--- src/rtl/countdown_pkg.sv ---
// rtl/countdown_pkg.sv - shared types and default sizes for the countdown timer
package countdown_pkg;

    localparam int CD_WIDTH    = 7;
    localparam int CD_MAX_LOAD = 100;
    localparam int CD_RC_WIDTH = 8;

    typedef enum logic [1:0] {
        IDLE = 2'd0,
        RUN  = 2'd1,
        HOLD = 2'd2
    } cd_state_t;

endpackage

--- src/rtl/countdown_timer.sv ---
// rtl/countdown_timer.sv - loadable down-counter with pause, abort and auto-reload
module countdown_timer
    import countdown_pkg::*;
#(
    parameter int WIDTH    = CD_WIDTH,
    parameter int MAX_LOAD = CD_MAX_LOAD,
    parameter int RC_WIDTH = CD_RC_WIDTH
) (
    input  logic                clk,
    input  logic                rst,
    input  logic                start_valid,
    output logic                start_ready,
    input  logic [WIDTH-1:0]    load_val,
    input  logic                pause,
    input  logic                abort,
    input  logic                auto_reload,
    output logic [WIDTH-1:0]    count,
    output logic                busy,
    output logic                done,
    output logic [RC_WIDTH-1:0] reload_cnt
);

    localparam logic [WIDTH-1:0]    MAX_W  = WIDTH'(MAX_LOAD);
    localparam logic [WIDTH-1:0]    ONE_W  = WIDTH'(1);
    localparam logic [WIDTH-1:0]    ZERO_W = '0;
    localparam logic [RC_WIDTH-1:0] RC_ONE = RC_WIDTH'(1);

    cd_state_t           state_q, state_d;
    logic [WIDTH-1:0]    count_q, count_d;
    logic [WIDTH-1:0]    cap_q, cap_d;
    logic [RC_WIDTH-1:0] rc_q, rc_d;
    logic                done_q, done_d;
    logic                busy_q, busy_d;
    logic                transfer;
    logic [WIDTH-1:0]    load_sat;

    assign start_ready = (state_q == IDLE);
    assign transfer    = start_valid & start_ready;
    assign load_sat    = (load_val > MAX_W) ? MAX_W : load_val;

    assign count      = count_q;
    assign busy       = busy_q;
    assign done       = done_q;
    assign reload_cnt = rc_q;

    // Next-state logic: start capture in IDLE; abort > pause > decrement > terminal while busy.
    always_comb begin
        state_d = state_q;
        count_d = count_q;
        cap_d   = cap_q;
        rc_d    = rc_q;
        done_d  = 1'b0;
        case (state_q)
            IDLE: begin
                if (transfer) begin
                    cap_d   = load_sat;
                    count_d = load_sat;
                    rc_d    = '0;
                    if (load_sat == ZERO_W) begin
                        done_d = 1'b1;
                    end else begin
                        state_d = RUN;
                    end
                end
            end
            RUN, HOLD: begin
                if (abort) begin
                    state_d = IDLE;
                    count_d = ZERO_W;
                end else if (pause) begin
                    state_d = HOLD;
                end else if (count_q > ONE_W) begin
                    count_d = count_q - ONE_W;
                    state_d = RUN;
                end else begin
                    done_d = 1'b1;
                    if (auto_reload) begin
                        count_d = cap_q;
                        state_d = RUN;
                        if (rc_q != '1) begin
                            rc_d = rc_q + RC_ONE;
                        end
                    end else begin
                        count_d = ZERO_W;
                        state_d = IDLE;
                    end
                end
            end
            default: begin
                state_d = IDLE;
                count_d = ZERO_W;
            end
        endcase
        busy_d = (state_d != IDLE);
    end

    // State, count, capture, reload counter and registered flags.
    always_ff @(posedge clk or negedge rst) begin
        if (!rst) begin
            state_q <= IDLE;
            count_q <= '0;
            cap_q   <= '0;
            rc_q    <= '0;
            done_q  <= 1'b0;
            busy_q  <= 1'b0;
        end else begin
            state_q <= state_d;
            count_q <= count_d;
            cap_q   <= cap_d;
            rc_q    <= rc_d;
            done_q  <= done_d;
            busy_q  <= busy_d;
        end
    end

endmodule
--- config.mk ---
export PLATFORM = sky130hd
export DESIGN_NAME = countdown_timer
export DESIGN_NICKNAME = d
export VERILOG_FILES = /design/src/rtl/countdown_pkg.sv /design/src/rtl/countdown_timer.sv
export SDC_FILE = /design/constraint.sdc
export NUM_CORES = 1
export LEC_CHECK = 0
export CAP_MARGIN = 20
export CORE_ASPECT_RATIO = 0.9
export CORE_MARGIN = 4
export CORE_UTILIZATION = 46
export DETAILED_ROUTE_END_ITERATION = 10
export GPL_TIMING_DRIVEN = 1
export HOLD_SLACK_MARGIN = 0.15
export PLACE_DENSITY = 0.72
export SLEW_MARGIN = 0
export SYNTH_ARGS = -nofsm -noshare
export SYNTH_HDL_FRONTEND = slang
export SYNTH_SLANG_ARGS = --single-unit
--- constraint.sdc ---
create_clock -name clk -period 2.1 [get_ports clk]
set_input_delay 0.315 -clock clk [delete_from_list [all_inputs] [get_ports clk]]
set_output_delay 0.315 -clock clk [all_outputs]
set_load 0.02 [all_outputs]
==> results.json <==
{
  "fin_area_um2": 2120,
  "avgSynthCellArea_um2": 8.90,
  "cts-buffers-inserted": 3,
  "fin_cells": 265,
  "powerDensity_nw_per_um2": 1260,
  "dpl_cell_area_um2": 2040,
  "worst_slew_pin_slew_ns": 0.374,
  "slowest_delay_ns": 0.43,
  "grt_util_all_layers": 0.204,
  "area_growth_pct": 36.9,
  "finalSetupTns_ns": 0,
  "cts_sinks": 26,
  "clockBufferDepth": 2,
  "drive_gt1_frac": 0.188,
  "syn_area_um2": 1550,
  "routed_via_density": 5.72,
  "vdd_drop_max_mv": 0.705,
  "dp_cells": 261,
  "io_buffers": 30,
  "critPathRequiredTime_ns": 2.27,
  "clk-insertion-delay-late_ns": 0.27,
  "rsz0062_at_grt": "true",
  "grt_pass1_wl_um": 7250,
  "io_pins": 31,
  "num_antenna_cells": 0,
  "drc": 0,
  "drv_cap": 0,
  "hold_path.class": "input pin to async pin",
  "ant_nets": 0,
  "rows": 19,
  "hold_violations": 0,
  "end_kind": "flop",
  "ys_types": 49,
  "antenna_found_initial": 0,
  "die_y_um": 63.0,
  "yosysWarnings": 0,
  "initial_core_util": 0.493,
  "max_freq_mhz": 484,
  "dp_hpwl_um": 3370,
  "cp_max_fo": 3,
  "first_pass_iters": 4,
  "crit_arrival_ns": 2.24,
  "slew_viol_final": 0,
  "synthCells": 174,
  "fin_crit_sh": 0.985,
  "power_w": 0.00267,
  "coreArea_um2": 3140,
  "synth_edf_count": 0,
  "relSlewSlack": 0.750,
  "vias": 1515,
  "grt_max_degree": 27,
  "drt_iter0_drc": 117,
  "status": "complete, no violations",
  "die-area_um2": 4360,
  "async_reset_ff_frac": 1.00,
  "htreeDepth": 1,
  "fin_nets": 243,
  "cts_tree": "done",
  "finalSetupViolCount": 0,
  "ys_ff_latch": 26,
  "start_kind": "flop",
  "dieWidth_um": 69.1,
  "gp_congestion": 0.865,
  "overflow": 0,
  "clk_pin_slew_worst_paths_ns": 0.09,
  "leakagePower_nw": 0.939,
  "clock_tree.root_cell": "clkbuf_8",
  "wirelength_um": 4320,
  "grt_pass1_vias": 1432,
  "crit_slowest_cell": "or4bb_1",
  "crit_path_cell_trace": "inv_2, ha_4, or4bb_1, nor2_2, and3_4, mux2_4, a22o_1",
  "ys_seq_area_frac": 0.420,
  "layout_min_cycle_time_ns": 2.07,
  "crit_type": "flop to flop",
  "syn_nets": 192,
  "fin_util": 0.675,
  "skew_ns": 0.00606,
  "post_drt_wl_per_cell_um": 16.3,
  "synth_top_flop_cell": "dfrtp_1"
}
layer usage:
metal / wire, µm / global-route usage / up-vias
li1: - / - / 731
met1: 2050 / 0.306 / 725
met2: 1950 / 0.299 / 50
met3: 248 / 0.0305 / 9
met4: 69 / 0.0683 / 0
met5: 0 / 0 / -
state kept, by name (all words and copies together) (netlist names):
| register | cells |
|---|---|
| cap_q | 7 |
| reload_cnt | 8 |
| state_q | 2 |
| count | 7 |
| done | 1 |
| busy | 1 |
per-stage QoR:
| stage | hold WS (ns) | setup WS (ns) |
|---|---|---|
| after floorplan | 0.0194 | 0.000284 |
| after global placement | 0.461 | -0.155 |
| after detailed placement | 0.467 | -0.193 |
| after CTS | 0.416 | 0.0261 |
| after global routing | 0.440 | -0.0450 |
| final | 0.405 | 0.0322 |
layout by cell type, fill, tap and decap left out, drive strengths merged, types with 4 or more instances in the layout:
master / instances
clkdlybuf4s50: 30
dfrtp: 26
nand2: 25
buf: 23
nor2: 18
o21ai: 13
inv: 9
a31oi: 7
a22oi: 5
nor3: 5
ha: 5
nand4: 4
and3: 4
path summary, 6_finish.rpt:
path                            start       endpoint  slack (ns)  cells past startpoint
setup reg to reg           state_q[0]  reload_cnt[1]        0.03                      7
hold reg to reg              cap_q[2]       cap_q[2]        0.49                      2
min in group clk             cap_q[2]       cap_q[2]        0.49                      2
setup / recovery           state_q[0]  reload_cnt[1]        0.03                      7
hold / removal                    rst  reload_cnt[0]        0.41                      2
max in group asynchronous         rst       count[3]        1.41                      2
Yosys cell counts, types with 2 or more instances:
library cell  number  share of area
a22o_1             2          0.011
a22oi_1            5          0.024
a31oi_1            7          0.028
and2_1             2         0.0081
and3_1             4          0.016
and4_1             3          0.017
buf_2              2         0.0065
clkbuf_1           4         0.0097
dfrtp_1           26           0.42
ha_1               5          0.040
inv_1              9          0.022
nand2_1           25          0.061
nand4_1            4          0.016
nor2_1            18          0.044
nor3_1             4          0.013
nor3b_1            2         0.0097
o21ai_0           13          0.042
o221ai_1           2          0.011
o22a_1             2          0.011
or2_2              3          0.012
xnor2_1            3          0.017
xor2_1             2          0.011
report_power, final:
part / switching, W / internal (W) / total (W)
registers: 0.000129 / 0.000663 / 0.000792
logic: 0.000840 / 0.000753 / 0.00159
clock network: 0.000152 / 0.000129 / 0.000280
layout make-up:
class / count / area, µm²
Clock buffer: 3 / 41.3
Fill cell: 288 / 1020
Inverter: 9 / 33.8
Multi-Input combinational cell: 132 / 865
Sequential cell: 26 / 653
Tap cell: 42 / 52.6
Timing Repair Buffer: 53 / 473
what timing repair did:
action	CTS	global route
hold buffers	0	0
endpoints found under the setup margin	1	10
buffers inserted	1	0
resized for setup	0	7
pin swaps	0	5
critical path, delay by kind of cell, from the launching register on:
family,cells,cell delay [ns]
and+or+nand+nor,3,0.78
buffers and inverters,1,0.06
muxes,1,0.29
DFF,1,0.39
adders and majority gates,1,0.27
AOI/OAI and AO/OA,1,0.17
cells by family (layout without fill, tap and decap cells):
group	after synthesis	in the layout	synth area share
buf+inv	16	65	0.0428
simple gates	76	76	0.257
flops	26	26	0.420
xor+xnor	5	5	0.0283
compound gates	44	44	0.197
fa+ha+maj	5	5	0.0404
mux	2	2	0.0137
Power figures use the tool's default switching activity.
